==> src/rtl/ps2_keyboard_rx_fifo.sv <==
// PS/2 keyboard receiver: synchronise and filter the pins, deframe 11-bit frames,
// fold E0/F0 prefixes into key events and queue them in a show-ahead FIFO.
module ps2_keyboard_rx_fifo #(
    parameter int FILTER_LEN     = 8,
    parameter int TIMEOUT_CYCLES = 100000,
    parameter int FIFO_DEPTH     = 8,
    localparam int CW            = $clog2(FIFO_DEPTH) + 1
) (
    input  logic          clk,
    input  logic          reset,
    input  logic          ps2clk,
    input  logic          ps2data,
    input  logic          evt_pop,
    input  logic          ovf_clr,
    output logic          evt_valid,
    output logic [7:0]    evt_code,
    output logic          evt_break,
    output logic          evt_ext,
    output logic [CW-1:0] fifo_count,
    output logic          overflow,
    output logic          raw_done,
    output logic [7:0]    raw_byte,
    output logic          parity_err,
    output logic          frame_err,
    output logic          timeout_err
);
    localparam int FW = $clog2(FILTER_LEN + 1);
    localparam int TW = $clog2(TIMEOUT_CYCLES + 1);
    localparam int AW = $clog2(FIFO_DEPTH);

    typedef enum logic [1:0] {S_IDLE, S_DATA, S_PARITY, S_STOP} state_t;

    logic          clk_s1, clk_s2, dat_s1, dat_s2;
    logic          flt_clk, strobe;
    logic [FW-1:0] flt_cnt;

    state_t        state, state_n;
    logic [7:0]    shreg, shreg_n;
    logic [2:0]    bit_cnt, bit_cnt_n;
    logic          ones, ones_n;
    logic [TW-1:0] to_cnt, to_cnt_n;
    logic          done_n, perr_n, ferr_n, terr_n;

    logic          ext_pend, brk_pend;
    logic          push_req, full, do_push, do_pop;
    logic [AW-1:0] wr_ptr, rd_ptr;
    logic [9:0]    mem [FIFO_DEPTH];
    logic [9:0]    head;

    // Filtered clock only follows the synced clock after FILTER_LEN agreeing samples.
    always_ff @(posedge clk or posedge reset) begin
        if (reset) begin
            clk_s1  <= 1'b1;
            clk_s2  <= 1'b1;
            dat_s1  <= 1'b1;
            dat_s2  <= 1'b1;
            flt_clk <= 1'b1;
            flt_cnt <= '0;
            strobe  <= 1'b0;
        end else begin
            clk_s1 <= ps2clk;
            clk_s2 <= clk_s1;
            dat_s1 <= ps2data;
            dat_s2 <= dat_s1;
            strobe <= 1'b0;
            if (clk_s2 == flt_clk) begin
                flt_cnt <= '0;
            end else if (flt_cnt == FW'(FILTER_LEN - 1)) begin
                flt_clk <= clk_s2;
                flt_cnt <= '0;
                strobe  <= flt_clk;
            end else begin
                flt_cnt <= flt_cnt + 1'b1;
            end
        end
    end

    always_comb begin
        state_n   = state;
        shreg_n   = shreg;
        bit_cnt_n = bit_cnt;
        ones_n    = ones;
        to_cnt_n  = (state != S_IDLE) ? to_cnt + 1'b1 : to_cnt;
        done_n    = 1'b0;
        perr_n    = 1'b0;
        ferr_n    = 1'b0;
        terr_n    = 1'b0;
        case (state)
            S_IDLE: begin
                if (strobe && !dat_s2) begin
                    state_n   = S_DATA;
                    bit_cnt_n = '0;
                    ones_n    = 1'b0;
                    to_cnt_n  = '0;
                end
            end
            S_DATA: begin
                if (strobe) begin
                    shreg_n   = {dat_s2, shreg[7:1]};
                    ones_n    = ones ^ dat_s2;
                    bit_cnt_n = bit_cnt + 3'd1;
                    if (bit_cnt == 3'd7) state_n = S_PARITY;
                end
            end
            S_PARITY: begin
                if (strobe) begin
                    if (ones ^ dat_s2) begin
                        state_n = S_STOP;
                    end else begin
                        perr_n  = 1'b1;
                        state_n = S_IDLE;
                    end
                end
            end
            S_STOP: begin
                if (strobe) begin
                    done_n  = dat_s2;
                    ferr_n  = !dat_s2;
                    state_n = S_IDLE;
                end
            end
            default: state_n = S_IDLE;
        endcase
        if (state != S_IDLE) begin
            if (strobe) begin
                to_cnt_n = '0;
            end else if (to_cnt == TW'(TIMEOUT_CYCLES - 1)) begin
                state_n  = S_IDLE;
                terr_n   = 1'b1;
                to_cnt_n = '0;
            end
        end
    end

    always_ff @(posedge clk or posedge reset) begin
        if (reset) begin
            state       <= S_IDLE;
            shreg       <= '0;
            bit_cnt     <= '0;
            ones        <= 1'b0;
            to_cnt      <= '0;
            raw_done    <= 1'b0;
            raw_byte    <= '0;
            parity_err  <= 1'b0;
            frame_err   <= 1'b0;
            timeout_err <= 1'b0;
        end else begin
            state       <= state_n;
            shreg       <= shreg_n;
            bit_cnt     <= bit_cnt_n;
            ones        <= ones_n;
            to_cnt      <= to_cnt_n;
            raw_done    <= done_n;
            parity_err  <= perr_n;
            frame_err   <= ferr_n;
            timeout_err <= terr_n;
            if (done_n) raw_byte <= shreg;
        end
    end

    // Prefix bytes only arm the pends; any error forgets a half-built event.
    assign push_req = raw_done && (raw_byte != 8'hE0) && (raw_byte != 8'hF0);
    assign full     = (fifo_count == CW'(FIFO_DEPTH));
    assign do_pop   = evt_pop && (fifo_count != '0);
    assign do_push  = push_req && (!full || evt_pop);

    always_ff @(posedge clk or posedge reset) begin
        if (reset) begin
            ext_pend   <= 1'b0;
            brk_pend   <= 1'b0;
            wr_ptr     <= '0;
            rd_ptr     <= '0;
            fifo_count <= '0;
            overflow   <= 1'b0;
        end else begin
            if (parity_err || frame_err || timeout_err) begin
                ext_pend <= 1'b0;
                brk_pend <= 1'b0;
            end else if (raw_done) begin
                if (raw_byte == 8'hE0) begin
                    ext_pend <= 1'b1;
                end else if (raw_byte == 8'hF0) begin
                    brk_pend <= 1'b1;
                end else begin
                    ext_pend <= 1'b0;
                    brk_pend <= 1'b0;
                end
            end
            if (do_push) wr_ptr <= wr_ptr + 1'b1;
            if (do_pop)  rd_ptr <= rd_ptr + 1'b1;
            if (do_push && !do_pop)      fifo_count <= fifo_count + 1'b1;
            else if (!do_push && do_pop) fifo_count <= fifo_count - 1'b1;
            if (ovf_clr)                               overflow <= 1'b0;
            else if (push_req && full && !evt_pop)     overflow <= 1'b1;
        end
    end

    always_ff @(posedge clk) begin
        if (do_push) mem[wr_ptr] <= {raw_byte, brk_pend, ext_pend};
    end

    assign head      = mem[rd_ptr];
    assign evt_valid = (fifo_count != '0);
    assign evt_code  = evt_valid ? head[9:2] : 8'h00;
    assign evt_break = evt_valid && head[1];
    assign evt_ext   = evt_valid && head[0];
endmodule

==> config.mk <==
export PLATFORM = sky130hd
export DESIGN_NAME = ps2_keyboard_rx_fifo
export DESIGN_NICKNAME = d
export VERILOG_FILES = /design/src/rtl/ps2_keyboard_rx_fifo.sv
export SDC_FILE = /design/constraint.sdc
export NUM_CORES = 1
export LEC_CHECK = 0
export ABC_CLOCK_PERIOD_IN_PS = 2310
export BUFFER_PORTS_ARGS = -buffer_cell sky130_fd_sc_hd__buf_2
export CORE_MARGIN = 3
export CORE_UTILIZATION = 50
export DETAILED_ROUTE_END_ITERATION = 6
export GPL_TIMING_DRIVEN = 0
export HOLD_SLACK_MARGIN = 0.02
export PLACE_DENSITY = 0.82
export SLEW_MARGIN = 15
export SYNTH_ARGS = -nofsm -noshare
export SYNTH_HDL_FRONTEND = slang
export SYNTH_SLANG_ARGS = --single-unit
==> constraint.sdc <==
create_clock -name clk -period 2.31 [get_ports clk]
set_input_delay 0.1155 -clock clk [delete_from_list [all_inputs] [get_ports clk]]
set_output_delay 0.1155 -clock clk [all_outputs]
set_load 0.005 [all_outputs]
# After elaboration in Yosys (flattened, before gate mapping)
# Memories as Yosys holds them, arrays and structs flattened.
# Index checks and enable logic that the tools add are counted.
totals:
  ff_bits: 66
  ram_bits: 80
  input_bits: 6
  output_inout_bits: 28
  word_cells: 131
  mem_count: 1
mem_list:
  columns: ["memory", "words", "width", "rd", "rd_ports_with_merged_regs", "wr", "line_no", "text"]
  rows:
  - ["mem", 8, 10, 1, 0, 1, "47", "logic [9:0] mem [FIFO_DEPTH];"]
classes:
  add_sub_neg: 7
  n_eq_ne: 16
  mux: 51
  bitwise: 2
  n_reduce_logical: 31
op_table:
  columns: ["cell", "n"]
  rows:
  - ["17-bit two-way mux", 6]
  - ["1-bit two-way mux", 26]
  - ["2-bit two-way mux", 9]
  - ["17-bit by 1-bit adder with 17-bit output, second input constant", 1]
  - ["17-bit equality test, second input constant", 1]
  - ["8-bit equality test, second input constant", 2]
  - ["4-bit two-way mux", 4]
  - ["8-bit inequality test, second input constant", 2]
  - ["1-bit logical AND", 11]
  - ["2-bit nonzero test", 5]
  - ["3-bit by 1-bit adder with 3-bit output, second input constant", 3]
  - ["4-bit by 1-bit adder with 4-bit output, second input constant", 2]
  - ["8-bit two-way mux", 1]
  - ["2-bit case mux with 4 select lines", 1]
  - ["2-bit AND reduction", 4]
  - ["3-bit two-way mux", 2]
  - ["2-bit inequality test, second input constant", 3]
  - ["3-bit case mux with 2 select lines", 1]
  - ["1-bit zero test", 5]
  - ["2-bit equality test, second input constant", 2]
  - ["4-bit by 3-bit equality test with 1-bit output, second input constant", 1]
  - ["4-bit equality test, second input constant", 1]
  - ["4-bit nonzero test", 1]
  - ["4-bit by 1-bit subtractor with 4-bit output, second input constant", 1]
  - ["other kinds (10)", 12]

# Depth between registers and ports, before layout
logic_depth:
  word_depth: 8
  mapped_depth: 11
  ltp_nobuf: 11

# Worst setup path before layout
# Ideal clock, no wire load.
synth_timing:
  path_type: "reg2reg"
  startpoint: "register raw_byte[3]"
  endpoint: "register fifo_count[3]"
  setup_ps: 80
  arrival_time_ps: 2458
  setup_slack_ps: -228
  path_stages_with_launch: 12
  path_buffers: 0
  synth_period_minus_slack_ps: 2538
  cell_sequence: "dfrtp_1 > nand4b_1 > o41a_1 > nand2_1 > inv_1 > ha_1 > inv_1 > ha_1 > a21o_1 > a21oi_1 > mux2i_1 > xnor2_1"
synth_between:
  elab_chain_cells: 7
synth_rtl:
  columns: ["item", "line_no", "text"]
  rows:
  - ["start, declared", "22", "output logic [7:0] raw_byte,"]
  - ["start signal, assigned", "157", "if (done_n) raw_byte <= shreg;"]
  - ["8-bit inequality test", "162", "assign push_req = raw_done && (raw_byte != 8'hE0) && (raw_byte != 8'hF0);"]
  - ["1-bit logical AND", "162", null]
  - ["1-bit logical AND (*)", "162", null]
  - ["1-bit logical AND (*)", "165", "assign do_push = push_req && (!full || evt_pop);"]
  - ["named net do_push", "45", "logic push_req, full, do_push, do_pop;"]
  - ["1-bit zero test", "192", "else if (!do_push && do_pop) fifo_count <= fifo_count - 1'b1;"]
  - ["1-bit logical AND", "192", null]
  - ["2-bit nonzero test (no line)", null, null]
  - ["end signal, assigned", "191", "if (do_push && !do_pop) fifo_count <= fifo_count + 1'b1;"]
  - ["end signal, assigned", "192", null]
  - ["end, declared", "19", "output logic [CW-1:0] fifo_count,"]
# The timed path passes the listed nets; every way through them passes the cells marked *.
# A chain may end at the register's enable or synchronous reset.

# Final worst setup path
# Ends and elaborated chain as after synthesis.

==> impl_metrics.tcl <==
set metrics [dict create \
    reg2regPathDepth 11 \
    path_buf_inv 2 \
    ys_types 56 \
    worst_slack_ns -0.2061 \
    max_stage_delay_ns 0.53 \
    drt_iter0_markers 313 \
    synth.yosys.warnings 0 \
    syn_inst 428 \
    finalHoldViolations 0 \
    path_cells "nand4b_1 > o41a_1 > nand2_4 > inv_4 > ha_4 > inv_4 > ha_4 > a21o_1 > a21oi_2 > mux2i_1 > xnor2_1" \
    worst-path-stages 11 \
    cp_data_arrival_time_ns 2.86 \
    grt_max_degree 56 \
    rsz0062_at_grt "true" \
    maxCapViolCount 0 \
    crit_path_end_kind "register" \
    critPathLaunchType "register" \
    worst_hold_slack_ns 0.1508 \
    cp_top_family "compound AO/OA/AOI/OAI gates" \
    gp_congestion 0.8123 \
    synth_area_leaders "edfxtp_1, dfrtp_1, mux4_2" \
    final_common_cell "edfxtp_1" \
    cts_buffers 17 \
    cts.sinks 146 \
    grt_use_met1 0.2341 \
    synth_edf_count 80 \
    fp.coreArea_um2 11760 \
    dpl_cell_area_um2 6669 \
    yosysTopAreaCell "edfxtp_1" \
    start_util 0.5246 \
    hpwl_um 8008 \
    synth_area_um2 6170 \
    path_clk_slew_ns 0.07 \
    drc 0 \
    fmax_mhz 397.4 \
    violations "setup timing" \
    setup_violations 3 \
    slew_headroom 0.4800 \
    nets 522 \
    status "finished with violations" \
    synth_top_area_frac 0.3894 \
    period_minus_slack_ns 2.516 \
    syn-num-nets 444 \
    post-place-ws_ns -0.3810 \
    fillers 863 \
    grt_usage 0.1966 \
    antenna_found_initial 0 \
    totalWireLength_um 12740 \
    ir_worst_vdd_uv 678.3 \
    worst-setup-path-type "reg2reg" \
    dieArea_um2 13710 \
    grt_pass1_wl_um 20150 \
    gr-usage-met3 0.05450 \
    period_share 1.089 \
    power_leakage_nw 3.219 \
    dp_cells 631 \
    maxSlewViolCount 0 \
    routed_via_density 5.646 \
    fin_tns_setup_ns -0.3347 \
    worst_path_max_delay_cell "o41a_1" \
    drive_above_1_share 0.3160 \
    async_flop_share 0.4521 \
    reg2reg_slack_ns -0.21 \
    diodes 0 \
    ys_seq_area_frac 0.6581 \
    clk_latency_ns 0.42 \
    ant_nets 0 \
    final_cell_area_um2 7467 \
    port_buffers 33 \
    die_w_um 117.1 \
    worst_pin_slew_ns 0.7799 \
    cts_tree "built" \
    min_path_type "in2async" \
    ys.flop_type "edfxtp_1" \
    fin_skew_ns 0.01627 \
    synth_area_per_cell_um2 14.42 \
    wl_per_cell_um 18.66 \
    met2_usage 0.3515 \
    ioPinCount 34 \
    gr-max-usage-layer "met2" \
    worst_ep_required_time_ns 2.65 \
    critPathMaxFanout 4 \
    ys_ff_latch 146 \
    root_buffer "clkbuf_16" \
    vias 3856 \
    first_pass_iters 6 \
    htree_levels 4 \
    rows 39 \
    pwr_density_cell_nw_per_um2 737.9 \
    gr-total-overflow 0 \
    grt_pass1_vias 3975 \
    chipHeight_um 117.1 \
    layout_common_cells "edfxtp_1, nand2_1, dfrtp_1" \
    finalNonFillerCells 683 \
    clock_path_buffers 2 \
    area_delta_synth_final_pct 21.03 \
]
-- cell type report --
type / instances / area (µm²) / area share
Clock buffer: 19 / 432.9 / 0.05798
Inverter: 8 / 37.54 / 0.005027
Timing Repair Buffer: 59 / 405.4 / 0.05429
Buffer: 15 / 97.59 / 0.01307
Sequential cell: 146 / 4069 / 0.5449
Tap cell: 164 / 205.2 / 0.02748
Multi-Input combinational cell: 259 / 2096 / 0.2807
Clock inverter: 13 / 123.9 / 0.01659
-- what timing repair did --
action | 4_1_cts | 5_1_grt
buffers inserted | 3 | 12
setup endpoints to repair | 51 | 53
pin swaps | 1 | 7
hold endpoints to repair | 65 | 0
hold buffers | 5 | 0
gates cloned | 0 | 0
gates resized for setup | 11 | 11
-- cell usage after synthesis (3+ instances only) --
master and n:
a21oi_1 18, a22oi_1 7, a31o_2 3, and3_1 4, buf_2 3, buf_6 3
clkbuf_1 6, dfrtp_1 61, dfstp_2 5, edfxtp_1 80, ha_1 9, inv_1 7
mux2_2 7, mux2i_1 11, mux4_2 20, nand2_1 65, nand2b_1 4, nand3_1 7
nand3b_1 4, nand4_1 4, nand4b_1 3, nor2_1 24, nor3_1 8, nor3b_1 3
nor4_1 4, o211ai_1 3, o21ai_0 9, xnor2_1 12
-- registers in the layout, summed over array words and instances (netlist names), 2 cells and up --
register / cells
wr_ptr: 3
raw_byte: 8
bit_cnt: 3
shreg: 8
to_cnt: 17
flt_cnt: 4
rd_ptr: 3
mem: 80
fifo_count: 4
state: 2
-- cell families after synthesis --
kind of cell | share of synthesized area
simple gates | 0.1215
flops | 0.6581
compound gates | 0.05740
mux | 0.1036
buf+inv | 0.01947
xor+xnor | 0.01845
fa+ha+maj | 0.02150
-- per-stage QoR --
stage	total power [W]	utilization
3_3_place_gp	0.002947	0.5591
4_1_cts	0.005549	0.6228
6_report	0.005510	0.6350
2_1_floorplan	0.002927	-
3_5_place_dp	0.002964	0.5671
5_1_grt	0.005669	0.6350
-- power by group --
part / leakage [nW] / switching (W) / internal, W
clock: 0.265 / 0.00110 / 0.00150
sequential: 1.82 / 0.0000303 / 0.00277
combinational: 1.13 / 0.0000607 / 0.0000548
total: 3.22 / 0.00119 / 0.00432
-- path summary, 6_finish.rpt --
path | endpoint | start
setup / recovery | fifo_count[3]$_DFFE_PP0P_ | raw_byte[3]$_DFFE_PP0P_
hold / removal | fifo_count[2]$_DFFE_PP0P_ | reset
setup reg to reg | fifo_count[3]$_DFFE_PP0P_ | raw_byte[3]$_DFFE_PP0P_
hold reg to reg | clk_s2$_DFF_PP1_ | clk_s1$_DFF_PP1_
max in group asynchronous | dat_s2$_DFF_PP1_ | reset
min in group clk | clk_s2$_DFF_PP1_ | clk_s1$_DFF_PP1_
-- worst register-to-register path, stage by stage, from the launching register on --
cell	delay (ns)
dfrtp_2	0.40
nand4b_1	0.19
o41a_1	0.53
nand2_4	0.15
inv_4	0.05
ha_4	0.16
inv_4	0.07
ha_4	0.19
a21o_1	0.16
a21oi_2	0.16
mux2i_1	0.24
xnor2_1	0.14
-- routing by layer --
layer	vias up	share of wire	wire length [µm]
li1	1762	-	-
met1	1959	0.40	5142
met2	124	0.54	6842
met3	11	0.051	649
met4	0	0.0085	108
met5	-	0	0
(Power assumes the default switching activity.)
